--- config.mk ---
export PLATFORM = sky130hd
export DESIGN_NAME = display_bcd_driver
export DESIGN_NICKNAME = d
export VERILOG_FILES = /design/src/rtl/display_bcd_driver.sv
export SDC_FILE = /design/constraint.sdc
export NUM_CORES = 1
export LEC_CHECK = 0
export CAP_MARGIN = 10
export CORE_MARGIN = 4
export CORE_UTILIZATION = 41
export DETAILED_ROUTE_END_ITERATION = 10
export MAX_ROUTING_LAYER = met4
export SYNTH_ARGS = -nofsm -noshare
export SYNTH_HDL_FRONTEND = slang
export SYNTH_SLANG_ARGS = --single-unit
--- constraint.sdc ---
create_clock -name clk -period 4.3 [get_ports clk]
set_clock_uncertainty 0.1 [all_clocks]
set_input_delay 0.86 -clock clk [delete_from_list [all_inputs] [get_ports clk]]
set_output_delay 0.86 -clock clk [all_outputs]
set_load 0.05 [all_outputs]
--- src/rtl/display_bcd_driver.sv ---
// Sequential shift-add-3 binary-to-BCD converter feeding a 4-digit 7-segment controller.
// Define LEAD_ZERO_BLANK_EN to blank leading zero digits through nums_enable.
module display_bcd_driver #(
  parameter int WIDTH = 14
) (
  input  logic             clk,
  input  logic             rst,
  input  logic [WIDTH-1:0] value,
  input  logic             load,
  output logic [3:0]       num0,
  output logic [3:0]       num1,
  output logic [3:0]       num2,
  output logic [3:0]       num3,
  output logic [3:0]       nums_enable,
  output logic             busy,
  output logic             done,
  output logic             ovf
);

  typedef enum logic [1:0] {IDLE, SHIFT, UPDATE} state_e;

  localparam int CW = $clog2(WIDTH + 1);
`ifdef LEAD_ZERO_BLANK_EN
  localparam logic [3:0] EN_RESET = 4'b0001;
`else
  localparam logic [3:0] EN_RESET = 4'b1111;
`endif

  state_e           state_q, state_d;
  logic [WIDTH-1:0] bin_q, bin_d;
  logic [15:0]      scratch_q, scratch_d;
  logic [CW-1:0]    cnt_q, cnt_d;
  logic             pend_q, pend_d;
  logic [15:0]      digits_q, digits_d;
  logic [3:0]       en_q, en_d;
  logic             ovf_q, ovf_d;
  logic             done_q, done_d;

  always_ff @(posedge clk) begin
    if (rst) begin
      state_q   <= IDLE;
      bin_q     <= '0;
      scratch_q <= '0;
      cnt_q     <= '0;
      pend_q    <= 1'b0;
      digits_q  <= '0;
      en_q      <= EN_RESET;
      ovf_q     <= 1'b0;
      done_q    <= 1'b0;
    end else begin
      state_q   <= state_d;
      bin_q     <= bin_d;
      scratch_q <= scratch_d;
      cnt_q     <= cnt_d;
      pend_q    <= pend_d;
      digits_q  <= digits_d;
      en_q      <= en_d;
      ovf_q     <= ovf_d;
      done_q    <= done_d;
    end
  end

  always_comb begin
    logic [15:0] adj;
    state_d   = state_q;
    bin_d     = bin_q;
    scratch_d = scratch_q;
    cnt_d     = cnt_q;
    pend_d    = pend_q;
    digits_d  = digits_q;
    en_d      = en_q;
    ovf_d     = ovf_q;
    done_d    = 1'b0;
    adj       = scratch_q;
    case (state_q)
      IDLE: begin
        if (load) begin
          scratch_d = '0;
          cnt_d     = CW'(WIDTH);
          state_d   = SHIFT;
          // Values beyond four digits are clamped so the display reads 9999.
          if (32'(value) > 32'd9999) begin
            bin_d  = WIDTH'(9999);
            pend_d = 1'b1;
          end else begin
            bin_d  = value;
            pend_d = 1'b0;
          end
        end
      end
      SHIFT: begin
        for (int i = 0; i < 4; i++) begin
          if (scratch_q[4*i +: 4] >= 4'd5) adj[4*i +: 4] = scratch_q[4*i +: 4] + 4'd3;
        end
        scratch_d = {adj[14:0], bin_q[WIDTH-1]};
        bin_d     = bin_q << 1;
        cnt_d     = cnt_q - CW'(1);
        if (cnt_q == CW'(1)) state_d = UPDATE;
      end
      UPDATE: begin
        digits_d = scratch_q;
        ovf_d    = pend_q;
        done_d   = 1'b1;
        state_d  = IDLE;
`ifdef LEAD_ZERO_BLANK_EN
        en_d[3] = |scratch_q[15:12];
        en_d[2] = |scratch_q[15:8];
        en_d[1] = |scratch_q[15:4];
        en_d[0] = 1'b1;
`else
        en_d    = 4'b1111;
`endif
      end
      default: state_d = IDLE;
    endcase
  end

  assign num0        = digits_q[3:0];
  assign num1        = digits_q[7:4];
  assign num2        = digits_q[11:8];
  assign num3        = digits_q[15:12];
  assign nums_enable = en_q;
  assign ovf         = ovf_q;
  assign done        = done_q;
  assign busy        = (state_q != IDLE);

endmodule

==> Yosys cells after proc, flatten, opt, wreduce, memory -nomap -nowiden <==
Cells that the tools add are included.
{ "word_totals": {"regBits": 55, "latchBits": 0, "mem_bits_rw": 0, "rom_bits": 0, "input_bits": 17, "output_inout_bits": 23, "word_cells": 45, "memories": 0} }
{ "op_classes": {"n_addsub": 5, "n_mul": 0, "div_mod_pow": 0, "order_cmp": 5, "n_eq_ne": 5, "n_shift": 0, "muxes": 16, "n_bitwise": 0, "reduce_logical": 6} }
{ "op_table": {"columns": ["operator", "count"], "rows": [
  ["16-bit one-hot mux with 2 select lines", 1],
  ["14-bit two-way mux", 2],
  ["14-bit one-hot mux with 2 select lines", 1],
  ["4-bit by 3-bit greater-or-equal comparator with 1-bit output (second input constant)", 4],
  ["16-bit two-way mux", 1],
  ["4-bit two-way mux", 4],
  ["14-bit > comparator (second input constant)", 1],
  ["4-bit by 2-bit adder with 4-bit output (second input constant)", 3],
  ["4-bit one-hot mux with 2 select lines", 1],
  ["2-bit AND reduction", 3],
  ["4-bit by 1-bit equality test with 1-bit output (second input constant)", 1],
  ["2-bit two-way mux", 2],
  ["2-bit inequality test (second input constant)", 2],
  ["2-bit one-hot mux with 2 select lines", 1],
  ["2-bit nonzero test", 2],
  ["4-bit by 1-bit subtractor with 4-bit output (second input constant)", 1],
  ["3-bit by 2-bit adder with 3-bit output (second input constant)", 1],
  ["3-bit two-way mux", 1],
  ["2-bit by 1-bit equality test with 1-bit output (second input constant)", 1],
  ["2-bit equality test (second input constant)", 1],
  ["2-bit logical NOT", 1],
  ["1-bit two-way mux", 2]
]} }

==> Logic depth before layout (Yosys ltp) <==
Gate-level depths: netlist of run 1.
{ "logic_depth": {"ltp_word": 4, "mapped_depth": 7} }

==> Worst setup path before layout of run 1 <==
No wires, ideal clock.
{ "synth_timing": {"path_kind": "input port to flip-flop", "startpoint": "in value[6]", "endpoint": "reg bin_q[10]", "setup_ps": 119, "arrival_time_ps": 1726, "path_slack_ps": 2355, "cell_stages": 3, "n_path_buf": 0, "cell_sequence": "o41ai_1 nand3_1 o221a_2"} }
{ "synth_between": {"elab_chain_cells": 4} }
{ "synth_rtl": {"columns": ["element", "line_no", "text"], "rows": [
  ["start, declared", "8", "input logic [WIDTH-1:0] value,"],
  ["14-bit > comparator", "82", "if (32'(value) > 32'd9999) begin"],
  ["14-bit two-way mux", "82", null],
  ["14-bit two-way mux", "77", "if (load) begin"],
  ["14-bit one-hot mux with 2 select lines", "75", "case (state_q)"],
  ["end signal, assigned", "52", "bin_q <= bin_d;"],
  ["end, declared", "30", "logic [WIDTH-1:0] bin_q, bin_d;"]
]} }
Every way passes these cells. The select of a mux whose other input is x is not followed.
A chain may end at the register's enable or synchronous reset.

==> Worst setup path in the final report of run 1 <==
{ "layout_timing": {"startpoint": "reg state_q[1]", "endpoint": "out busy"} }
{ "layout_between": {"elab_chain_cells": 1} }
{ "layout_rtl": {"columns": ["element", "line_no", "text"], "rows": [
  ["start, declared", "29", "state_e state_q, state_d;"],
  ["start signal, assigned", "51", "state_q <= state_d;"],
  ["2-bit nonzero test", "125", "assign busy = (state_q != IDLE);"],
  ["end, declared", "15", "output logic busy,"]
]} }
Every way passes these cells.

==> run_results.csv, run 1 <==
group,metric,value,unit
floorplanning,die_w,85.3,µm
critical_path,cp_cell_sequence,"or2_2 > clkdlybuf4s50_1",
grt,overflow,0,
critical_path,cp.arrival,1830,ps
floorplanning,io_pins,40,
drt,wl_per_cell,13.0,µm
critical_path,critPathMaxFanout,10,
yosys,ys.flop_type,"dfxtp_1",
power_and_ir_drop,ir_worst_vdd,0.183,mV
timing,max_slew_margin,0.450,
placed_design,postPlaceCellArea,2810,µm²
drt,first_pass_iters,4,
drt,ant_nets,0,
placed_design,dp.cells,374,
timing,rsz0062_at_grt,"no",
grt,grt_pass1_vias,1901,
clock_tree,clk_pin_slew,90,ps
clock_tree,cts_resized,0,
layout,drive_gt1_frac,0.0712,
timing,fin_ws,1510,ps
power_and_ir_drop,p_leak,1.06,nW
layout,fin_cells,381,
clock_tree,cts_buffer_depth,2,
run,cap_violations,0,
critical_path,slowest_stage,"clkdlybuf4s50_1",
floorplanning,initial_core_util,0.434,
placed_design,preCtsSetupSlack,1450,ps
timing,slew_viol_final,0,
critical_path,path_class,"reg2out",
critical_path,reg2reg_depth,3,
clock_tree,h-tree-depth,2,
critical_path,cp_top_family,"buffers and inverters",
floorplanning,dieHeight,85.3,µm
drt,wirelength,4940,µm
clock_tree,cts_tree,"done",
drt,drc,0,
timing,period_minus_slack,2790,ps
grt,grt_max_degree,25,
layout,diodes,0,
floorplanning,core_area,5640,µm²
min_path,min_path_type,"reg2reg",
timing,max_freq,358,MHz
timing,setup_violations,0,
critical_path,cp_num_buf_inv,1,
yosys,ys_seq_area_frac,0.450,
yosys,synth_top_area_frac,0.450,
timing,fin_crit_sh,0.650,
layout,area_growth_syn_to_layout,18.2,%
status,status,"complete, no violations",
power_and_ir_drop,p_per_area,324,nW/µm²
layout,postLayoutCellArea,2890,µm²
yosys,synth-edff-count,0,
grt,grtUsageTotal,0.152,
timing,hold_viol,0,
clock_tree,cts_setup_buffers,0,
placed_design,io_buffers,35,
timing,worst_slew_pin_slew,822,ps
placed_design,place_hpwl,3580,µm
drt,vias,1980,
min_path,whs_path_depth,2,
critical_path,required,3340,ps
clock_tree,cts_buffers,5,
yosys,synthCells,282,
clock_tree,clockRootBuffer,"clkbuf_8",
power_and_ir_drop,power,0.938,mW
yosys,synth_top_area_cell,"dfxtp_1",
clock_tree,clk_latency,300,ps
layout,postLayoutCoreUtil,0.513,
critical_path,cpPeakStageDelay,800,ps
grt,grt_pass1_wl,8760,µm
layout,nNetsFinal,336,
yosys,synth-seq-cells,55,
placed_design,place_congestion,0.778,
timing,fin_tns_setup,0,ps
floorplanning,rows,27,
clock_tree,hold_buffers,0,
timing,hold_slack,358,ps
critical_path,cp-start-kind,"flip-flop",
yosys,synth_area_leaders,"dfxtp_1, a21oi_1, nand2_1, nor2_1, ha_1",
yosys,postSynth.asyncResetShare,0,
floorplanning,die_area,7270,µm²
critical_path,endpoint_kind,"output port",
yosys,yosysUniqueCellTypes,34,
critical_path,cp.depth,2,
clock_tree,cts_sinks,55,
grt,antenna_found_initial,0,
yosys,yosysWarnings,0,
yosys,avgSynthCellArea,8.68,µm²
drt,avgViaCountPerCell,5.20,
yosys,syn-cell-area,2450,µm²
drt,drt-initial-drc-count,126,
-- worst min-delay path, stage by stage, from the launching register on --
cell and delay, ps:
dfxtp_1 320, nand2_1 50, a21oi_1 50
-- cell usage after synthesis, types with 2 or more instances --
library cell / number
nor2_1: 35
a211oi_1: 3
buf_4: 5
a311oi_1: 2
nand2_1: 37
o21ai_0: 9
dfxtp_1: 55
nor3b_4: 2
xnor2_1: 4
o221a_2: 5
a222oi_1: 6
xor2_1: 3
clkbuf_1: 6
inv_1: 12
nor2_2: 2
ha_1: 10
a21oi_1: 31
nor3_1: 8
nand3_1: 6
mux2i_1: 4
nand2b_1: 6
buf_2: 8
a22o_1: 11
nor4_1: 2
-- final timing paths --
kind / start / to / slack, ps
max: state_q[1]$_SDFFE_PP0P_ / busy / 1510
min: digits_q[8]$_SDFFE_PP0P_ / digits_q[8]$_SDFFE_PP0P_ / 360
max reg2reg: state_q[0]$_SDFFE_PP0P_ / scratch_q[14]$_SDFFE_PP0P_ / 2260
min reg2reg: digits_q[8]$_SDFFE_PP0P_ / digits_q[8]$_SDFFE_PP0P_ / 360
-- routing by layer --
metal / track usage / vias up / part of all wire
li1: - / 1019 / -
met1: 0.188 / 908 / 0.47
met2: 0.241 / 46 / 0.47
met3: 0.0291 / 7 / 0.048
met4: 0.0619 / 0 / 0.012
met5: - / - / 0
-- registers in the layout (all words and copies together), names as in the netlist --
register and cells:
cnt_q 4, bin_q 14, scratch_q 16, done 1, pend_q 1, digits_q 16
state_q 2, ovf 1
-- cell type report --
class	count	area, µm²
sequential	55	1100
fill	538	2750
tap	72	90.1
clock buffer	6	82.6
clock inverter	1	5.00
inverter	12	45.0
timing repair buffer	38	373
multi-input combinational	197	1200
-- cell usage in the layout (no fill, tap or decap), types with 3 or more instances in the layout --
| master | count |
|---|---|
| dfxtp_1 | 55 |
| nand2_1 | 37 |
| nor2_1 | 35 |
| clkdlybuf4s50_1 | 35 |
| a21oi_1 | 31 |
| inv_1 | 12 |
| a22o_1 | 11 |
| ha_1 | 10 |
| o21ai_0 | 9 |
| nor3_1 | 8 |
| nand2b_1 | 6 |
| a222oi_1 | 6 |
| nand3_1 | 6 |
| clkbuf_8 | 6 |
| o221a_2 | 5 |
| mux2i_1 | 4 |
| xnor2_1 | 4 |
| conb_1 | 4 |
| xor2_1 | 3 |
| a211oi_1 | 3 |
| buf_4 | 3 |
-- logic make-up after synthesis --
family | count (synthesis) | share of synthesized area
and+or+nand+nor | 103 | 0.198
AOI/OAI and AO/OA | 69 | 0.192
DFF | 55 | 0.450
buffers and inverters | 33 | 0.0659
adders and majority gates | 10 | 0.0511
xor gates and xnor gates | 7 | 0.0251
muxes | 4 | 0.0164
other | 1 | 0.00153
-- power by group --
group | internal [mW] | leakage, nW | total, mW | switching (mW)
Clock | 0.127 | 0.0470 | 0.286 | 0.159
Sequential | 0.527 | 0.447 | 0.542 | 0.0145
Combinational | 0.0467 | 0.566 | 0.110 | 0.0638
Note: power is estimated with default switching activity, not from simulation.
==> run 2: changes to the inputs <==
--- a/config.mk
+++ b/config.mk
@@ -10,6 +10,7 @@
 export CORE_UTILIZATION = 41
 export DETAILED_ROUTE_END_ITERATION = 10
 export MAX_ROUTING_LAYER = met4
+export PLACE_DENSITY = 0.66
 export SYNTH_ARGS = -nofsm -noshare
 export SYNTH_HDL_FRONTEND = slang
 export SYNTH_SLANG_ARGS = --single-unit
==> constraint.sdc (replaced) <==
create_clock -name clk -period 2.35 [get_ports clk]
set_clock_uncertainty 0.1 [all_clocks]
set_input_delay 0.47 -clock clk [delete_from_list [all_inputs] [get_ports clk]]
set_output_delay 0.47 -clock clk [all_outputs]
set_load 0.05 [all_outputs]
==> run 2 against run 1 <==
Net effect: register-to-register slack got worse by 1700 ps; cell count rose by 1.8%; sequential cell count did not move; sequential share of layout area fell by 0.52 points; wire length rose by 5.6%; largest power group unchanged; count of clock-buffer cells in the layout did not move; critical path type unchanged; non-clock buffer count rose by 6; critical endpoint is now num2[3].
==> run_results.csv, run 2 (synthesis results as in run 1) <==
group,metric,value,unit
status,status,"complete, no violations",
critical_path,cp_top_family,"buffers and inverters",
layout,diodes,0,
timing,max_slew_margin,0.512,
timing,worst_slew_pin_slew,729,ps
grt,grt_pass1_wl,8680,µm
drt,ant_nets,0,
layout,area_growth_syn_to_layout,19.8,%
clock_tree,cts_tree,"done",
timing,fin_crit_sh,0.858,
critical_path,reg2reg_from,"state_q[0]$_SDFFE_PP0P_",
critical_path,timing.rr.end,"bin_q[7]$_SDFFE_PP0P_",
critical_path,cp.arrival,1450,ps
placed_design,io_buffers,35,
critical_path,slowest_stage,"clkdlybuf4s50_1",
clock_tree,clk_latency,300,ps
critical_path,cp_cell_sequence,"clkdlybuf4s50_1",
min_path,min_path_type,"reg2reg",
min_path,hold_path_end,"digits_q[6]$_SDFFE_PP0P_",
timing,period_minus_slack,2020,ps
timing,hold_slack,357,ps
min_path,hold_start,"digits_q[6]$_SDFFE_PP0P_",
drt,vias,2025,
layout,top_regs,"digits_q: 16 flops, scratch_q: 16 flops, bin_q: 14 flops",
drt,drt-initial-drc-count,140,
floorplanning,rows,27,
clock_tree,h-tree-depth,2,
floorplanning,die_area,7270,µm²
layout,drive_gt1_frac,0.0918,
clock_tree,cts_buffer_depth,2,
timing,slew_viol_final,0,
layout,postLayoutCellArea,2930,µm²
placed_design,preCtsSetupSlack,89.7,ps
drt,drc,0,
critical_path,reg2reg_slack,600,ps
floorplanning,core_area,5640,µm²
run,cap_violations,0,
floorplanning,die_w,85.3,µm
power_and_ir_drop,power,1.71,mW
critical_path,cp-start-kind,"flip-flop",
timing,setup_violations,0,
grt,grt_pass1_vias,1932,
clock_tree,cts_setup_buffers,0,
grt,grtUsageTotal,0.151,
critical_path,reg2reg_depth,4,
critical_path,cpPeakStageDelay,800,ps
grt,antenna_found_initial,0,
timing,hold_viol,0,
layout,final_cell_mix,"dfxtp_1, nand2_1, nor2_1",
timing,max_freq,496,MHz
placed_design,dp.cells,380,
power_and_ir_drop,p_leak,1.08,nW
floorplanning,initial_core_util,0.434,
floorplanning,dieHeight,85.3,µm
power_and_ir_drop,p_per_area,584,nW/µm²
drt,wl_per_cell,13.4,µm
floorplanning,io_pins,40,
grt,grt_max_degree,45,
placed_design,place_hpwl,3790,µm
layout,final_common_cell,"dfxtp_1",
critical_path,cp_num_buf_inv,1,
clock_tree,cts_buffers,5,
drt,avgViaCountPerCell,5.22,
layout,nNetsFinal,342,
clock_tree,hold_buffers,0,
placed_design,place_congestion,0.790,
clock_tree,clockRootBuffer,"clkbuf_8",
layout,postLayoutCoreUtil,0.520,
power_and_ir_drop,ir_worst_vdd,0.235,mV
min_path,whs_path_depth,2,
timing,fin_tns_setup,0,ps
clock_tree,clk_pin_slew,100,ps
critical_path,path_class,"reg2out",
drt,first_pass_iters,4,
critical_path,critPathMaxFanout,2,
grt,overflow,0,
timing,fin_ws,333,ps
timing,rsz0062_at_grt,"no",
critical_path,endpoint_kind,"output port",
drt,wirelength,5210,µm
layout,fin_cells,388,
critical_path,required,1780,ps
clock_tree,cts_sinks,55,
clock_tree,cts_resized,0,
placed_design,postPlaceCellArea,2850,µm²
-- run 2: cell count changes in the layout (fill, tap and decap cells not counted) --
cell	previous run	this run
buf_4	3	10
clkbuf_1	0	1
clkbuf_8	6	5
clkdlybuf4s50_1	35	34
clkinvlp_4	0	1
-- run 2: cell type report --
type / instances / area [µm²]
fillers: 551 / 2710
multi-input cells: 197 / 1200
flip-flops and latches: 55 / 1100
repair buffers: 44 / 415
well taps: 72 / 90.1
clock buffers: 6 / 72.6
inverters: 12 / 45.0
clock inverters: 2 / 12.5
-- run 2: worst max-delay path by stage --
| stage | startpoint | end | slack (ps) | depth (start not counted) |
|---|---|---|---|---|
| floorplan | value[6] | bin_q[10]$_SDFFE_PP0P_ | 800 | 3 |
| global placement | load | bin_q[7]$_SDFFE_PP0P_ | 160 | 5 |
| detailed placement | load | bin_q[7]$_SDFFE_PP0P_ | 90 | 5 |
| CTS | digits_q[11]$_SDFFE_PP0P_ | num2[3] | 310 | 1 |
| global route | digits_q[11]$_SDFFE_PP0P_ | num2[3] | 270 | 1 |
| finish | digits_q[11]$_SDFFE_PP0P_ | num2[3] | 330 | 1 |
-- run 2: where the power goes --
| group | internal (mW) | switching [mW] | leakage (nW) |
|---|---|---|---|
| sequential | 0.965 | 0.0277 | 0.447 |
| combinational | 0.0926 | 0.120 | 0.596 |
| clock | 0.209 | 0.298 | 0.0412 |
-- run 2: routing by layer --
layer	global-route usage	wire (µm)
met1	0.174	2390
met2	0.258	2510
met3	0.0359	225
met4	0.0504	80
met5	-	0
-- run 2: worst min-delay path, stage by stage (launching register included) --
cell and delay, ps:
dfxtp_1 320, nand2_1 50, a21oi_1 50
